[src/rtl/approx_err_monitor_if.sv]
// Sample stream between the approximate multiplier under test and the error monitor.
// The master drives the operands, the approximate product and in_valid.
// The slave (the monitor) returns in_ready.
//   in_valid : a sample is present on in_a / in_b / in_r
//   in_ready : the monitor accepts a sample this cycle
//   in_a     : 8-bit multiplicand given to the approximate multiplier
//   in_b     : 8-bit multiplier given to the approximate multiplier
//   in_r     : 16-bit approximate product the multiplier returned for in_a, in_b
interface approx_err_monitor_if;
    logic        in_valid;
    logic        in_ready;
    logic [7:0]  in_a;
    logic [7:0]  in_b;
    logic [15:0] in_r;

    modport master (output in_valid, in_a, in_b, in_r, input in_ready);
    modport slave  (input in_valid, in_a, in_b, in_r, output in_ready);
endinterface

[src/rtl/approx_err_monitor.sv]
// Error-statistics monitor for an 8x8 approximate multiplier.
// A run starts from idle on start and latches num_samples as N. The monitor then
// accepts N samples. For each sample it computes the exact product in_a*in_b and
// compares it with the approximate product in_r. It keeps four statistics:
//   - the saturating sum of |exact - in_r|
//   - the maximum of |exact - in_r|
//   - the count of samples with a nonzero error
//   - the count of samples where in_r exceeds the exact product
// After the last sample the pipeline drains for two cycles. done then pulses for
// one cycle and the statistics hold until the next accepted start.
// Ports:
//   clk, rst      : clock, synchronous active-high reset
//   start         : begin a run (only honoured in idle)
//   num_samples   : samples per run, latched on the accepted start
//   smp           : sample stream (in_valid/in_ready/in_a/in_b/in_r)
//   busy, done    : run in progress / one-cycle completion pulse
//   err_sum       : saturating sum of absolute errors
//   err_max       : maximum absolute error
//   err_cnt       : count of samples with a nonzero error
//   over_cnt      : count of samples where in_r is above the exact product
module approx_err_monitor #(
    parameter int unsigned CNT_W = 17,
    parameter int unsigned ACC_W = 32
) (
    input  logic                clk,
    input  logic                rst,
    input  logic                start,
    input  logic [CNT_W-1:0]    num_samples,
    approx_err_monitor_if.slave smp,
    output logic                busy,
    output logic                done,
    output logic [ACC_W-1:0]    err_sum,
    output logic [15:0]         err_max,
    output logic [CNT_W-1:0]    err_cnt,
    output logic [CNT_W-1:0]    over_cnt
);

    typedef enum logic [1:0] {StIdle, StRun, StDrain, StDone} state_e;

    state_e           state_q, state_d;
    logic [CNT_W-1:0] n_q, acc_cnt_q;
    logic             drain_q;
    logic             in_ready, accept, start_acc;

    logic             s1_vld_q, s2_vld_q, s2_over_q;
    logic [15:0]      s1_exact_q, s1_r_q, s2_err_q;
    logic [15:0]      exact_c, err_c;
    logic             over_c;

    logic [ACC_W-1:0] err_sum_q;
    logic [15:0]      err_max_q;
    logic [CNT_W-1:0] err_cnt_q, over_cnt_q;
    logic [ACC_W:0]   sum_ext;

    assign start_acc    = (state_q == StIdle) && start;
    assign accept       = smp.in_valid && in_ready;
    assign smp.in_ready = in_ready;

    // FSM: state register
    always_ff @(posedge clk) begin
        if (rst) begin
            state_q <= StIdle;
        end else begin
            state_q <= state_d;
        end
    end

    // FSM: next state
    always_comb begin
        state_d = state_q;
        unique case (state_q)
            StIdle:  if (start) state_d = StRun;
            StRun:   if (acc_cnt_q == n_q) state_d = StDrain;
            StDrain: if (drain_q) state_d = StDone;
            StDone:  state_d = StIdle;
            default: state_d = StIdle;
        endcase
    end

    // FSM: outputs
    always_comb begin
        in_ready = (state_q == StRun) && (acc_cnt_q < n_q);
        busy     = (state_q != StIdle);
        done     = (state_q == StDone);
    end

    // Run bookkeeping. drain_q marks the second drain cycle. That gives the last
    // sample time to pass stages 2 and 3 before done is raised.
    always_ff @(posedge clk) begin
        if (rst) begin
            n_q       <= '0;
            acc_cnt_q <= '0;
            drain_q   <= 1'b0;
        end else begin
            if (start_acc) begin
                n_q       <= num_samples;
                acc_cnt_q <= '0;
            end else if (accept) begin
                acc_cnt_q <= acc_cnt_q + CNT_W'(1);
            end
            drain_q <= (state_q == StDrain) ? ~drain_q : 1'b0;
        end
    end

    // Stage 1 and stage 2 combinational terms
    assign exact_c = {8'd0, smp.in_a} * {8'd0, smp.in_b};
    assign over_c  = s1_r_q > s1_exact_q;
    assign err_c   = over_c ? (s1_r_q - s1_exact_q) : (s1_exact_q - s1_r_q);

    // Stage 1: exact product; stage 2: absolute error and the over flag
    always_ff @(posedge clk) begin
        if (rst) begin
            s1_vld_q   <= 1'b0;
            s1_exact_q <= '0;
            s1_r_q     <= '0;
            s2_vld_q   <= 1'b0;
            s2_err_q   <= '0;
            s2_over_q  <= 1'b0;
        end else begin
            s1_vld_q <= accept;
            if (accept) begin
                s1_exact_q <= exact_c;
                s1_r_q     <= smp.in_r;
            end
            s2_vld_q <= s1_vld_q;
            if (s1_vld_q) begin
                s2_err_q  <= err_c;
                s2_over_q <= over_c;
            end
        end
    end

    // Stage 3: accumulators. The extra carry bit detects overflow, and on overflow
    // the sum is pinned at all-ones.
    assign sum_ext = {1'b0, err_sum_q} + {{(ACC_W - 15){1'b0}}, s2_err_q};

    always_ff @(posedge clk) begin
        if (rst || start_acc) begin
            err_sum_q  <= '0;
            err_max_q  <= '0;
            err_cnt_q  <= '0;
            over_cnt_q <= '0;
        end else if (s2_vld_q) begin
            err_sum_q <= sum_ext[ACC_W] ? '1 : sum_ext[ACC_W-1:0];
            if (s2_err_q > err_max_q) err_max_q <= s2_err_q;
            if (s2_err_q != 16'd0) err_cnt_q <= err_cnt_q + CNT_W'(1);
            if (s2_over_q) over_cnt_q <= over_cnt_q + CNT_W'(1);
        end
    end

    assign err_sum  = err_sum_q;
    assign err_max  = err_max_q;
    assign err_cnt  = err_cnt_q;
    assign over_cnt = over_cnt_q;

endmodule
[src/flat_wrapper.sv]
// flat-port wrapper written by rule: the top's interface ports become plain ports
module approx_err_monitor_flat 
#(
    parameter int unsigned CNT_W = 17,
    parameter int unsigned ACC_W = 32
)
  (clk, rst, start, num_samples, busy, done, err_sum, err_max, err_cnt, over_cnt, smp_in_valid, smp_in_a, smp_in_b, smp_in_r, smp_in_ready);
  approx_err_monitor_if smp_i ();
  input  logic clk;
  input  logic rst;
  input  logic start;
  input  logic [CNT_W-1:0] num_samples;
  output logic busy;
  output logic done;
  output logic [ACC_W-1:0] err_sum;
  output logic [15:0] err_max;
  output logic [CNT_W-1:0] err_cnt;
  output logic [CNT_W-1:0] over_cnt;
  input wire logic [$bits(smp_i.in_valid)-1:0] smp_in_valid;
  input wire logic [$bits(smp_i.in_a)-1:0] smp_in_a;
  input wire logic [$bits(smp_i.in_b)-1:0] smp_in_b;
  input wire logic [$bits(smp_i.in_r)-1:0] smp_in_r;
  output wire logic [$bits(smp_i.in_ready)-1:0] smp_in_ready;
  assign smp_i.in_valid = smp_in_valid;
  assign smp_i.in_a = smp_in_a;
  assign smp_i.in_b = smp_in_b;
  assign smp_i.in_r = smp_in_r;
  assign smp_in_ready = smp_i.in_ready;
  approx_err_monitor #(.CNT_W(CNT_W), .ACC_W(ACC_W)) u_core (.clk(clk), .rst(rst), .start(start), .num_samples(num_samples), .smp(smp_i), .busy(busy), .done(done), .err_sum(err_sum), .err_max(err_max), .err_cnt(err_cnt), .over_cnt(over_cnt));
endmodule
[config.mk]
export PLATFORM = sky130hd
export DESIGN_NAME = approx_err_monitor_flat
export DESIGN_NICKNAME = d
export VERILOG_FILES = /design/src/rtl/approx_err_monitor_if.sv /design/src/rtl/approx_err_monitor.sv /design/src/flat_wrapper.sv
export SDC_FILE = /design/constraint.sdc
export NUM_CORES = 1
export LEC_CHECK = 0
export ABC_AREA = 1
export BUFFER_PORTS_ARGS = -buffer_cell sky130_fd_sc_hd__buf_2
export CAP_MARGIN = 25
export CORE_MARGIN = 1.5
export CORE_UTILIZATION = 50
export CTS_CLUSTER_DIAMETER = 30
export DETAILED_ROUTE_END_ITERATION = 7
export HOLD_SLACK_MARGIN = 0.08
export PLACE_DENSITY = 0.69
export SETUP_SLACK_MARGIN = 0.4
export SYNTH_ARGS = -nofsm -noshare
export SYNTH_HDL_FRONTEND = slang
export SYNTH_SLANG_ARGS = --single-unit
[constraint.sdc]
create_clock -name clk -period 6.35 [get_ports clk]
set_input_delay 0 -clock clk [delete_from_list [all_inputs] [get_ports clk]]
set_output_delay 0 -clock clk [all_outputs]
set_load 0.1 [all_outputs]
Word-level counts from Yosys, hierarchy flattened

Index checks and enable logic that the tools add are counted.

Bits in registers: 170
Bits of input ports: 53
Output and inout port bits: 85

$add $sub $neg: 6
Multiply operators: 1
Magnitude comparators: 3
Equality and inequality tests: 7
Multiplexer cells: 6
Bitwise logic cells: 2
Reduce and logical (&&, ||, !) cells: 13

Operators by type and width:

| operator                                              | count |
|---|---|
| adder 17 x 1 -> 17 bit, second input constant         | 3 |
| adder 32 x 16 -> 33 bit                               | 1 |
| > comparator 16 bit                                   | 2 |
| two-way mux 32 bit                                    | 1 |
| subtractor 16 bit                                     | 2 |
| == test 17 bit                                        | 1 |
| < comparator 17 bit                                   | 1 |
| multiplier 8 x 8 -> 16 bit                            | 1 |
| two-way mux 16 bit                                    | 1 |
| nonzero test 16 bit                                   | 1 |
| case mux 2 bit (4 select lines)                       | 1 |
| two-way mux 2 bit                                     | 3 |
| AND reduction 2 bit                                   | 3 |
| == test 2 bit, second input constant                  | 2 |
| inequality test 2 x 1 -> 1 bit, second input constant | 2 |
| OR reduction 2 bit                                    | 2 |
| logical AND 1 bit                                     | 3 |
| AND reduction 3 bit                                   | 1 |
| == test 2 x 1 -> 1 bit, second input constant         | 1 |
| logical NOT 2 bit                                     | 1 |
| inequality test 2 bit, second input constant          | 1 |
| inverter 1 bit                                        | 2 |
| nonzero test 2 bit                                    | 1 |
| logical OR 1 bit                                      | 1 |

Depth between registers and ports, before layout

Word-level depth: 3
Depth in mapped cells: 19
Gate-level depth less buffers: 18

Least setup slack after synthesis

No wires, ideal clock.

Kind: input port to flip-flop
From: in smp_in_a[0]
To: reg u_core.s1_exact_q[13]
Arrival time: 3581 ps
Required time: 6286 ps
Setup slack: 2705 ps
Stages on the path: 17
Path buffers: 1
Cell sequence: clkbuf_1 nand2_1 fa_1 fa_1 inv_1 fa_1 inv_1 fa_1 inv_1 ha_1 nand2_1 o21ai_0 nand2_1 o211ai_1 xor2_1 nor2_1 nor2_1

Word-level cells in the longest chain between the ends: 1

RTL lines:

| element                    | RTL line                  | source |
|---|---|---|
| from (decl)                | flat_wrapper.sv:20        | `input wire logic [$bits(smp_i.in_a)-1:0] smp_in_a;` |
| multiplier 8 x 8 -> 16 bit | approx_err_monitor.sv:106 | `assign exact_c = {8'd0, smp.in_a} * {8'd0, smp.in_b};` |
| to (signal assigned)       | approx_err_monitor.sv:122 | `s1_exact_q <= exact_c;` |
| to (decl)                  | approx_err_monitor.sv:46  | `logic [15:0] s1_exact_q, s1_r_q, s2_err_q;` |

No other way between the ends.
A chain may end at the register's enable or synchronous reset.

Worst setup path after layout

From: reg u_core.n_q[16]
To: reg u_core.s1_exact_q[0]

Word-level cells in the longest chain between the ends: 3

RTL lines:

| element                | RTL line                 | source |
|---|---|---|
| from (decl)            | approx_err_monitor.sv:41 | `logic [CNT_W-1:0] n_q, acc_cnt_q;` |
| from (signal assigned) | approx_err_monitor.sv:96 | `n_q <= num_samples;` |
| < comparator 17 bit    | approx_err_monitor.sv:82 | `in_ready = (state_q == StRun) && (acc_cnt_q < n_q);` |
| logical AND 1 bit      | approx_err_monitor.sv:82 |  |
| logical AND 1 bit      | approx_err_monitor.sv:56 | `assign accept = smp.in_valid && in_ready;` |

No other way between the ends.

==> results.cfg <==
[route]
drc = 0
routed-via-count = 13486
finalWirelength_um = 36900
drt-initial-drc-count = 920
wl_per_cell_um = 13.9
ant_nets = 0
viasPerCell = 5.08
firstDrtPassIters = 6

[layout]
multi_input_area_um2 = 8660
diodes = 0
fin_util = 0.579
area_delta_synth_final_pct = 13.3
finish.net_count = 2484
fillers = 2725
regArea_um2 = 3400
layout_common_cells = nand2_1, inv_1, nor2_1, dfxtp_1, a21oi_1
drive_above_1_share = 0.103
final_cell_area_um2 = 15700
layout_commonest_cell = nand2_1
fin_cells = 2653

[logic_synthesis]
syn_inst = 2143
syn-cell-area_um2 = 13900
synth_area_per_cell_um2 = 6.46
yosysTopAreaCell = dfxtp_1
synth_cell_types = 51
synth_top_cell_area_share = 0.246
yosys_warnings = 0
synth_flop_cell = dfxtp_1
syn-num-nets = 2359
ys_seq_area_frac = 0.246
synth_enable_flop_cells = 0
synth_area_leaders = dfxtp_1, nand2_1, ha_1
async_reset_ff_frac = 0
ys_ff_latch = 170

[power]
pwr-share-clk = 0.193
leakage_nw = 8.16
seqPwrFrac = 0.227
power.switching_mw = 2.74
vdd_drop_max_mv = 0.228
power_density_nw_per_um2 = 351
combinationalPowerShare = 0.580
p_int_mw = 2.77
p_sw_frac = 0.497
finalPower_mw = 5.51

[timing]
hold_violations = 0
slew_violations = 0
rsz0062_at_grt = no
max_freq_mhz = 276
layout_setup_ws_ns = 2.72
setup_viol = 0
fin_tns_setup_ns = 0
skew_ns = 0.0173
min_period_ns = 3.63
holdWs_ns = 0.209
period_share = 0.571
max_slew_margin = 0.369
worst_pin_slew_ns = 0.944

[global_routing]
grt_pass1_vias = 12692
grt_busiest_layer = met2
grt_pass1_wl_um = 61300
gr-usage-met3 = 0.0338
met2_usage = 0.446
grt_use_met1 = 0.351
antenna_found_initial = 0
grt_overflow_total = 0
grt_max_degree = 76
grt_use_total = 0.262

[die]
dieArea_um2 = 28700
die_w_um = 169
fp.dieH_um = 169
io_pins = 138
coreArea_um2 = 27100
start_util = 0.511
rows = 60

[setup_path]
cp_cell_sequence = inv_1 -> ha_1 -> nand2_1 -> nor2_2 -> nand4_1 -> inv_1 -> nand2_1 -> nand3_2 -> buf_4 -> nor2_1 -> nand3_1 -> dlygate4sd3_1 -> nand2_1
cpMaxStageDelayCell = buf_4
max_stage_delay_ns = 0.63
startpoint_type = flip-flop
path_common_cell = nand2_1
crit_type = reg2reg
end_kind = flip-flop
cp.required_ns = 6.67
crit_fanout = 75
arrival_ns = 3.95

[min_path]
min_path_type = in2reg

[run]
cap_violations = 0

[clocking]
cts-resized-gates = 0
htree_num_levels = 4
numCtsBuffers = 17
clock_latency_ns = 0.43
cts.clk_slew.worst_paths_ns = 0.07
post_cts_buffers = 0
cts_buffer_depth = 2
cts_root_buf = clkbuf_16
tritoncts = done
cts_sinks = 170

[placed_design]
dpl_worst_slack_ns = 2.44
io_buffers = 137
placed_cells = 2582
gp_congestion = 0.963
placed_area_um2 = 14700
hpwlAfterDp_um = 28300

[outcome]
run_status = complete, no violations
[per-layer routing]
metal	wire length [um]	vias up
met5	0	-
met4	686	0
met3	1610	46
met2	17000	347
met1	17500	6152
li1	-	6941
[synthesized netlist by cell type, types with 4 or more instances]
master	n
a21oi_1	164
a21oi_2	5
a31oi_1	6
and2_1	5
buf_1	6
buf_2	12
buf_4	10
buf_6	5
clkbuf_1	41
dfxtp_1	170
fa_1	39
ha_1	124
inv_1	366
inv_2	5
nand2_1	588
nand2_2	23
nand3_1	128
nand3_2	4
nand3b_1	11
nand4_1	44
nor2_1	203
nor3_1	22
nor3_2	5
nor4_1	5
o21ai_0	64
o21ai_1	5
o21bai_1	5
xnor2_1	18
xor2_1	32
[state kept, by name (all words and copies together) (netlist names), 2 cells and up]
signal	count
u_core.acc_cnt_q	17
u_core.err_cnt	17
u_core.n_q	17
u_core.s1_r_q	16
u_core.err_max	16
u_core.over_cnt	17
u_core.err_sum	32
u_core.state_q	2
u_core.s1_exact_q	16
u_core.s2_err_q	16
[final timing paths]
path | cells after the start | startpoint | endpoint | slack, ns
setup / recovery | 13 | u_core.n_q[16] | u_core.s1_exact_q[0] | 2.72
hold / removal | 6 | smp_in_b[1] | u_core.s1_exact_q[1] | 0.21
setup reg to reg | 13 | u_core.n_q[16] | u_core.s1_exact_q[0] | 2.72
hold reg to reg | 2 | u_core.n_q[7] | u_core.n_q[7] | 0.46
[power groups by stage]
stage	combinational, mW	clock [mW]	sequential [mW]
floorplan	2.54	0	1.29
global placement	3.08	0	1.28
global route	3.62	1.12	1.27
CTS	3.18	1.08	1.25
finish	3.20	1.06	1.25
detailed placement	3.14	0	1.28
[cell type report]
cell class | count | share of cell area
clock buffer | 17 | 0.0271
timing repair buffer | 183 | 0.0735
tap | 372 | 0.0297
sequential | 170 | 0.217
multi-input combinational | 1523 | 0.552
inverter | 373 | 0.0897
clock inverter | 15 | 0.0112
[worst max-delay path: cells and delay by family, from the launching register on]
family / cells / cell delay [ns]
fa+ha+maj: 1 / 0.30
buf+inv: 4 / 1.36
flops: 1 / 0.31
simple gates: 8 / 1.53
[kinds of logic after synthesis]
kind of cell	Yosys count	synth area share
flops	170	0.246
xor+xnor	50	0.0316
simple gates	1052	0.326
compound gates	258	0.0976
buf+inv	450	0.130
fa+ha+maj	163	0.168
[what timing repair did]
action                     in CTS  in global routing
setup endpoints to repair       0                  0
hold endpoints to repair       54                  0
hold buffers                   38                  0
No activity file was read; power rests on OpenSTA's default activity.
